**src/rtl/read_ptr_ctrl.sv**
```systemverilog
// read_ptr_ctrl: async-FIFO read-domain pointer, empty flag and underflow status.
// Define RD_LEVEL_EN to build the fill-level / almost-empty path.
module read_ptr_ctrl #(
    parameter int ADDRSIZE  = 9,
    parameter int AE_THRESH = 4
) (
    input  logic                rclk,
    input  logic                r_rst,
    input  logic                rinc,
    input  logic [ADDRSIZE:0]   wptr_sync,
    input  logic                uflow_clr,
    output logic [ADDRSIZE:0]   raddr,
    output logic [ADDRSIZE:0]   rptr,
    output logic                rempty,
    output logic [ADDRSIZE:0]   rlevel,
    output logic                ralmost_empty,
    output logic                runderflow
);
    logic [ADDRSIZE:0] raddr_q, raddr_d, rptr_q, rptr_d;
    logic              rempty_q, rempty_d, uflow_q, uflow_d, ae_q, ae_d;
    logic              accept;

    always_comb begin
        accept   = rinc & ~rempty_q;
        raddr_d  = raddr_q + {{ADDRSIZE{1'b0}}, accept};
        rptr_d   = (raddr_d >> 1) ^ raddr_d;
        rempty_d = rptr_d == wptr_sync;
        // a same-cycle underflow beats the clear
        uflow_d  = (rinc & rempty_q) | (uflow_q & ~uflow_clr);
    end

    always_ff @(posedge rclk or posedge r_rst) begin
        if (r_rst) begin
            raddr_q  <= '0;
            rptr_q   <= '0;
            rempty_q <= 1'b1;
            uflow_q  <= 1'b0;
            ae_q     <= 1'b1;
        end else begin
            raddr_q  <= raddr_d;
            rptr_q   <= rptr_d;
            rempty_q <= rempty_d;
            uflow_q  <= uflow_d;
            ae_q     <= ae_d;
        end
    end

`ifdef RD_LEVEL_EN
    localparam logic [ADDRSIZE:0] AE = (ADDRSIZE+1)'(AE_THRESH);
    logic [ADDRSIZE:0] wbin, level_d, rlevel_q;

    always_comb begin
        for (int i = 0; i <= ADDRSIZE; i++) wbin[i] = ^(wptr_sync >> i);
        level_d = wbin - raddr_d;
        ae_d    = level_d <= AE;
    end

    always_ff @(posedge rclk or posedge r_rst) begin
        if (r_rst) rlevel_q <= '0;
        else       rlevel_q <= level_d;
    end

    assign rlevel = rlevel_q;
`else
    assign ae_d   = rempty_d;
    assign rlevel = '0;
`endif

    assign raddr         = raddr_q;
    assign rptr          = rptr_q;
    assign rempty        = rempty_q;
    assign ralmost_empty = ae_q;
    assign runderflow    = uflow_q;

    a_reset_vals: assert property (@(posedge rclk)
        r_rst |-> (raddr_q == '0 && rptr_q == '0 && rempty_q));
    a_empty_hold: assert property (@(posedge rclk) disable iff (r_rst)
        (rempty_q && rinc) |-> raddr_d == raddr_q);
    a_gray_step: assert property (@(posedge rclk) disable iff (r_rst)
        $onehot0(rptr_d ^ rptr_q));
endmodule

```
**config.mk**
```make
export PLATFORM = sky130hd
export DESIGN_NAME = read_ptr_ctrl
export DESIGN_NICKNAME = d
export VERILOG_FILES = /design/src/rtl/read_ptr_ctrl.sv
export SDC_FILE = /design/constraint.sdc
export NUM_CORES = 1
export LEC_CHECK = 0
export CELL_PAD_IN_SITES_DETAIL_PLACEMENT = 1
export CELL_PAD_IN_SITES_GLOBAL_PLACEMENT = 2
export CORE_UTILIZATION = 29
export CTS_CLUSTER_DIAMETER = 80
export CTS_CLUSTER_SIZE = 10
export DETAILED_ROUTE_END_ITERATION = 10
export PLACE_DENSITY = 0.85
export SETUP_SLACK_MARGIN = 0.3
export SLEW_MARGIN = 10
export SYNTH_ARGS = -nofsm -noshare
export SYNTH_HDL_FRONTEND = slang
export SYNTH_SLANG_ARGS = --single-unit
```
**constraint.sdc**
```tcl
create_clock -name rclk -period 5.99 [get_ports rclk]
set_input_delay 1.198 -clock rclk [delete_from_list [all_inputs] [get_ports rclk]]
set_output_delay 1.198 -clock rclk [all_outputs]
set_load 0.02 [all_outputs]
```
==> results.toml, run 1 <==
[place]
globalplace.congestion = 0.775
io_buffer_count = 36
dpl.hpwl_um = 2220

[min_path]
min_path_cells = 2
hold_path_class = "reg2reg"
hold_start = "runderflow"
hold_end = "runderflow"

[yosys]
yosysWarnings = 0
synth-seq-cells = 21
syn_inst = 115
yosysSeqAreaShare = 0.415
ys_types = 35
synth_edf_count = 0
synth_area_per_cell_um2 = 11.0
synth-main-ff-cell = "dfrtp_1"
syn_area_um2 = 1270
async_flop_share = 1.00

[cts]
post-cts-setup-buffers = 0
clk_pin_slew_ns = 0.07
clockBufferDepth = 2
numCtsBuffers = 3
cts-root-buf = "clkbuf_8"
ctsHoldBuffers = 0
post_cts_resized = 0
htreeDepth = 1
clock_latency_ns = 0.26
clock_sinks = 21
cts_tree = "yes"

[global_routing]
grt_overflow = 0
grt_pass1_vias = 916
grt_max_degree = 22
grt_pass1_wl_um = 4220
grt_usage = 0.127
grt_antenna_before_repair = 0

[floorplanning]
start_util = 0.309
die_h_um = 68.2
core_region_area_um2 = 4120
fp.dieArea_um2 = 4650
io_pins = 47
fp.dieW_um = 68.2
fp-row-count = 23

[final_layout]
post-route-util = 0.408
nets = 168
regArea_um2 = 527
area_delta_synth_final_pct = 32.1
multi_input_area_um2 = 657
diodes = 0
fillers = 477
drive_gt1_frac = 0.0662

[routing]
drt-total-wl_um = 2740
drc = 0
vias_per_cell = 4.47
drt-initial-drc-count = 13
wire_per_inst_um = 13.6
antenna_left = 0
first_pass_iters = 4
vias = 899

[critical_path]
max_stage_delay_ns = 0.49
worstSetupPathType = "in2reg"
cp.required_ns = 6.16
critical_path.max_fanout = 5
crit_slowest_cell = "clkdlybuf4s50_1"
r2r-end = "rempty"
critical_path_buf_inv_count = 1
end_kind = "register"
r2r-start = "rempty"
path_common_cell = "ha_1"
reg2reg_slack_ns = 3.67
worstRegToRegCells = 8
arrival_ns = 3.52
path_delay_family = "simple AND/OR/NAND/NOR gates"
cp-start-kind = "input pin"
path_cells = "clkdlybuf4s50_1, nor2b_1, ha_1, ha_1, and3_2, xnor3_1, nor3_1, o221ai_2, nor4b_2"

[sta]
timing.final.crit_period_ns = 3.35
worst_clock_skew_ns = 0.00246
timing.final.crit_share = 0.559
fin_setup_tns_ns = 0
tightestPinTransition_ns = 0.794
rsz0062_at_grt = "no"
relSlewSlack = 0.470
final_hold_viol_count = 0
setup_viol = 0
drv_slew = 0
fmax_ghz = 0.298

[power]
p_per_area_nw_per_um2 = 419
max-vdd-ir-drop_uv = 147
p_leak_nw = 0.760

[job]
drv_cap = 0

[status]
status = "completed"
==> metal layers <==
metal	track usage	up-vias	wire length [µm]
li1	-	433	-
met1	0.136	430	1100
met2	0.237	32	1460
met3	0.0283	4	140
met4	0.0547	0	33
met5	0	-	0
==> cells in the final DEF, fill, tap and decap left out, types with 3 or more instances in the layout <==
master / netlist / final
conb_1: 1 / 10
nor2_1: 3 / 3
nand2_1: 5 / 5
and3_1: 3 / 3
clkbuf_8: 0 / 3
dfrtp_1: 20 / 20
mux2i_1: 4 / 4
xnor2_1: 10 / 10
nor2b_1: 4 / 4
inv_1: 7 / 7
nand3_1: 4 / 4
xor2_1: 12 / 12
clkdlybuf4s50_1: 0 / 36
==> worst reg2reg max path, cell delays in order (launching register included) <==
cell and delay [ns]:
dfstp_2 0.56, nor2b_1 0.05, ha_1 0.23, ha_1 0.27, xor2_2 0.30, xor2_1 0.23, and3_1 0.20, o221ai_2 0.10
nor4b_2 0.29
==> layout make-up <==
cell class	count	area share
repair buffers	36	0.215
flip-flops and latches	21	0.314
multi-input cells	83	0.391
inverters	7	0.0157
clock buffers	4	0.0268
well taps	50	0.0373
==> Yosys cell counts, drive strengths merged, types with 2 or more instances <==
cell type  number  area [µm²]
dfrtp          20         500
nor2            3        11.3
o22ai           2        12.5
mux2i           4        40.0
buf            12        90.1
nand4           2        12.5
inv             7        26.3
nand2           5        18.8
o21ai           2        10.0
and3            4        26.3
ha              2        25.0
xor2           13         121
xnor2          10        87.6
xor3            2        47.6
nand3           4        20.0
nor3            2        10.0
nor2b           4        25.0
xnor3           2        45.0
and4            2        18.8
==> report_power, final <==
part	total (mW)	leakage [nW]	internal, mW	switching (mW)
logic	0.377	0.472	0.186	0.191
registers	0.236	0.266	0.190	0.0467
clock network	0.0899	0.0228	0.0473	0.0426
==> cells by family (layout without fill, tap and decap cells) <==
family	Yosys count	after routing	share of synthesized area
simple gates	31	31	0.144
other cells	1	10	0.00295
xor+xnor	27	27	0.237
buf+inv	20	47	0.0946
compound gates	9	9	0.0552
mux	4	4	0.0315
flops	21	21	0.415
fa+ha+maj	2	2	0.0197
==> how the worst max path moves through the flow <==
stage	startpoint	end	slack, ns	cells past startpoint
2_1_floorplan	rinc	rempty	3.11	8
6_report	rinc	rempty	2.64	9
3_3_place_gp	rinc	rempty	2.50	9
5_1_grt	rinc	rempty	2.46	9
4_1_cts	rinc	rempty	2.59	9
3_5_place_dp	rinc	rempty	2.35	9
==> state kept, by name, summed over array words and instances (netlist names) <==
signal,flops
raddr,10
rempty,1
rptr,9
runderflow,1
==> metrics by stage <==
step                      instance area, µm²  setup slack (ns)  power (mW)  instances  hold slack [ns]
after global routing                    1680              2.46       0.757        201            0.610
after floorplan                         1300              3.11       0.480        124            0.561
final                                   1680              2.64       0.704        201            0.553
after global placement                  1630              2.50       0.610        197            0.524
after detailed placement                1630              2.35       0.625        197            0.547
after CTS                               1680              2.59       0.718        201            0.559
Power figures use the tool's default switching activity.
==> inputs of run 2 (changes only) <==
- CORE_UTILIZATION: 29 -> 24
- PLACE_DENSITY: 0.85 -> 0.75
- clock period: 5.99 -> 2.68 ns (I/O delays scaled with it)
==> run 2 against run 1 <==
Clock-buffer cell count did not move. Power rose by 150%. Hold slack improved by 0.0059 ns. First-iteration DRC count rose by 31%. Worst setup slack got worse by 2.1 ns. Clock power rose by 130%. Sequential cell count did not move. Global-route usage fell by 0.85 points. Die area rose by 20%. Largest power group unchanged. Final area rose by 10%. Combinational power rose to 2.7 times the previous value. Sequential share of layout area fell by 3.0 points.
==> results.toml, run 2 (synthesis gave the netlist of run 1 again) <==
[routing]
wire_per_inst_um = 12.8
vias_per_cell = 4.16
vias = 952
drt-total-wl_um = 2940
first_pass_iters = 4
drc = 0
drt-initial-drc-count = 17
antenna_left = 0

[global_routing]
grt_usage = 0.119
grt_pass1_wl_um = 4860
grt_overflow = 0
grt_antenna_before_repair = 0
grt_pass1_vias = 1032
grt_max_degree = 22

[place]
globalplace.congestion = 0.737
dpl.hpwl_um = 2330
pre_cts_slack_ns = -0.213
io_buffer_count = 36
dpl_cell_area_um2 = 1700

[critical_path]
max_stage_delay_ns = 0.58
worstSetupPathType = "reg2reg"
crit_slowest_cell = "dfstp_2"
cp.depth = 10
path_delay_family = "flip-flops"
end_kind = "register"
cp-start-kind = "register"
r2r-end = "rptr[4]"
worstRegToRegCells = 10
path_common_cell = "buf_4"
critical_path.max_fanout = 4
critical_path_buf_inv_count = 4
cp.required_ns = 2.82
path_cells = "nor2b_4, ha_4, ha_4, and3_4, buf_4, buf_4, buf_4, xnor2_1, inv_1, xnor2_1"
reg2reg_slack_ns = 0.57
cp-startpoint = "rempty"
r2r-start = "rempty"
arrival_ns = 2.24

[final_layout]
area_delta_synth_final_pct = 45.9
diodes = 0
drive_gt1_frac = 0.176
post-route-util = 0.363
final_common_cell = "clkdlybuf4s50_1"
nets = 176
mostFrequentLayoutCells = "clkdlybuf4s50_1, dfrtp_1, xor2_1"
largest_reg_flops = 10
fin_area_um2 = 1850

[cts]
ctsHoldBuffers = 0
numCtsBuffers = 3
clk_pin_slew_ns = 0.07
htreeDepth = 1
clock_latency_ns = 0.26
clock_sinks = 21
cts_tree = "yes"
cts-root-buf = "clkbuf_8"
clockBufferDepth = 2

[floorplanning]
core_region_area_um2 = 5110
fp-row-count = 26
start_util = 0.249
die_h_um = 74.7
io_pins = 47
fp.dieArea_um2 = 5590
fp.dieW_um = 74.7

[power]
p_per_area_nw_per_um2 = 944
power.total_mw = 1.75
max-vdd-ir-drop_uv = 260
p_leak_nw = 0.824

[sta]
final_hold_viol_count = 0
fmax_ghz = 0.475
rsz0062_at_grt = "no"
drv_slew = 0
timing.final.crit_period_ns = 2.11
relSlewSlack = 0.462
setup_viol = 0
setup_ws_ns = 0.574
tightestPinTransition_ns = 0.806
worst_clock_skew_ns = 0.00155
timing.final.crit_share = 0.786
fin_setup_tns_ns = 0

[min_path]
hold_end = "runderflow"
hold_path_class = "in2reg"
min_path_cells = 3
hold_start = "rinc"

[job]
drv_cap = 0

[status]
status = "completed"
[run 2: changes by cell type in the layout (fill, tap and decap cells not counted), moves of 2 or more]
cell    change
nor3_2      +2
and3_4      +2
nor3_1      -2
ha_1        -2
ha_4        +2
buf_4       +8
[run 2: tightest hold or removal path: stages]
cell and delay [ns]:
dlymetal6s2s_1 0.11, nand2_1 0.06, o21ai_0 0.08
[run 2: area by class of cell]
class / count / area, µm²
inverters: 7 / 26.3
multi-input cells: 83 / 744
repair buffers: 44 / 423
clock buffers: 4 / 45.0
well taps: 70 / 87.6
flip-flops and latches: 21 / 527
fillers: 588 / 3250
[run 2: power breakdown]
group | total [mW] | internal, mW | switching, mW | leakage (nW)
registers | 0.541 | 0.423 | 0.118 | 0.266
clock network | 0.208 | 0.106 | 0.102 | 0.0228
logic | 1.00 | 0.524 | 0.476 | 0.536
[run 2: repair_timing]
action | in CTS | in global routing
gates resized for setup | 13 | 4
pin swaps | 2 | 1
setup endpoints to repair | 1 | 1
buffers inserted | 1 | 1
[run 2: worst max path at each step]
stage          slack, ns  endpoint
2_1_floorplan       0.46    rempty
3_3_place_gp       -0.06    rempty
3_5_place_dp       -0.21    rempty
4_1_cts             0.30    rempty
5_1_grt             0.44   rptr[4]
6_report            0.57   rptr[4]
[run 2: routing by layer]
layer / track usage / routed length, µm
met1: 0.131 / 1200
met2: 0.230 / 1570
met3: 0.0201 / 138
met4: 0.0377 / 25
met5: 0 / 0
[run 2: per-stage QoR]
step                      std cells  hold slack (ns)
after global routing            229            0.559
after CTS                       228            0.571
after floorplan                 124            0.512
after detailed placement        223            0.555
after global placement          223            0.524
final                           229            0.559
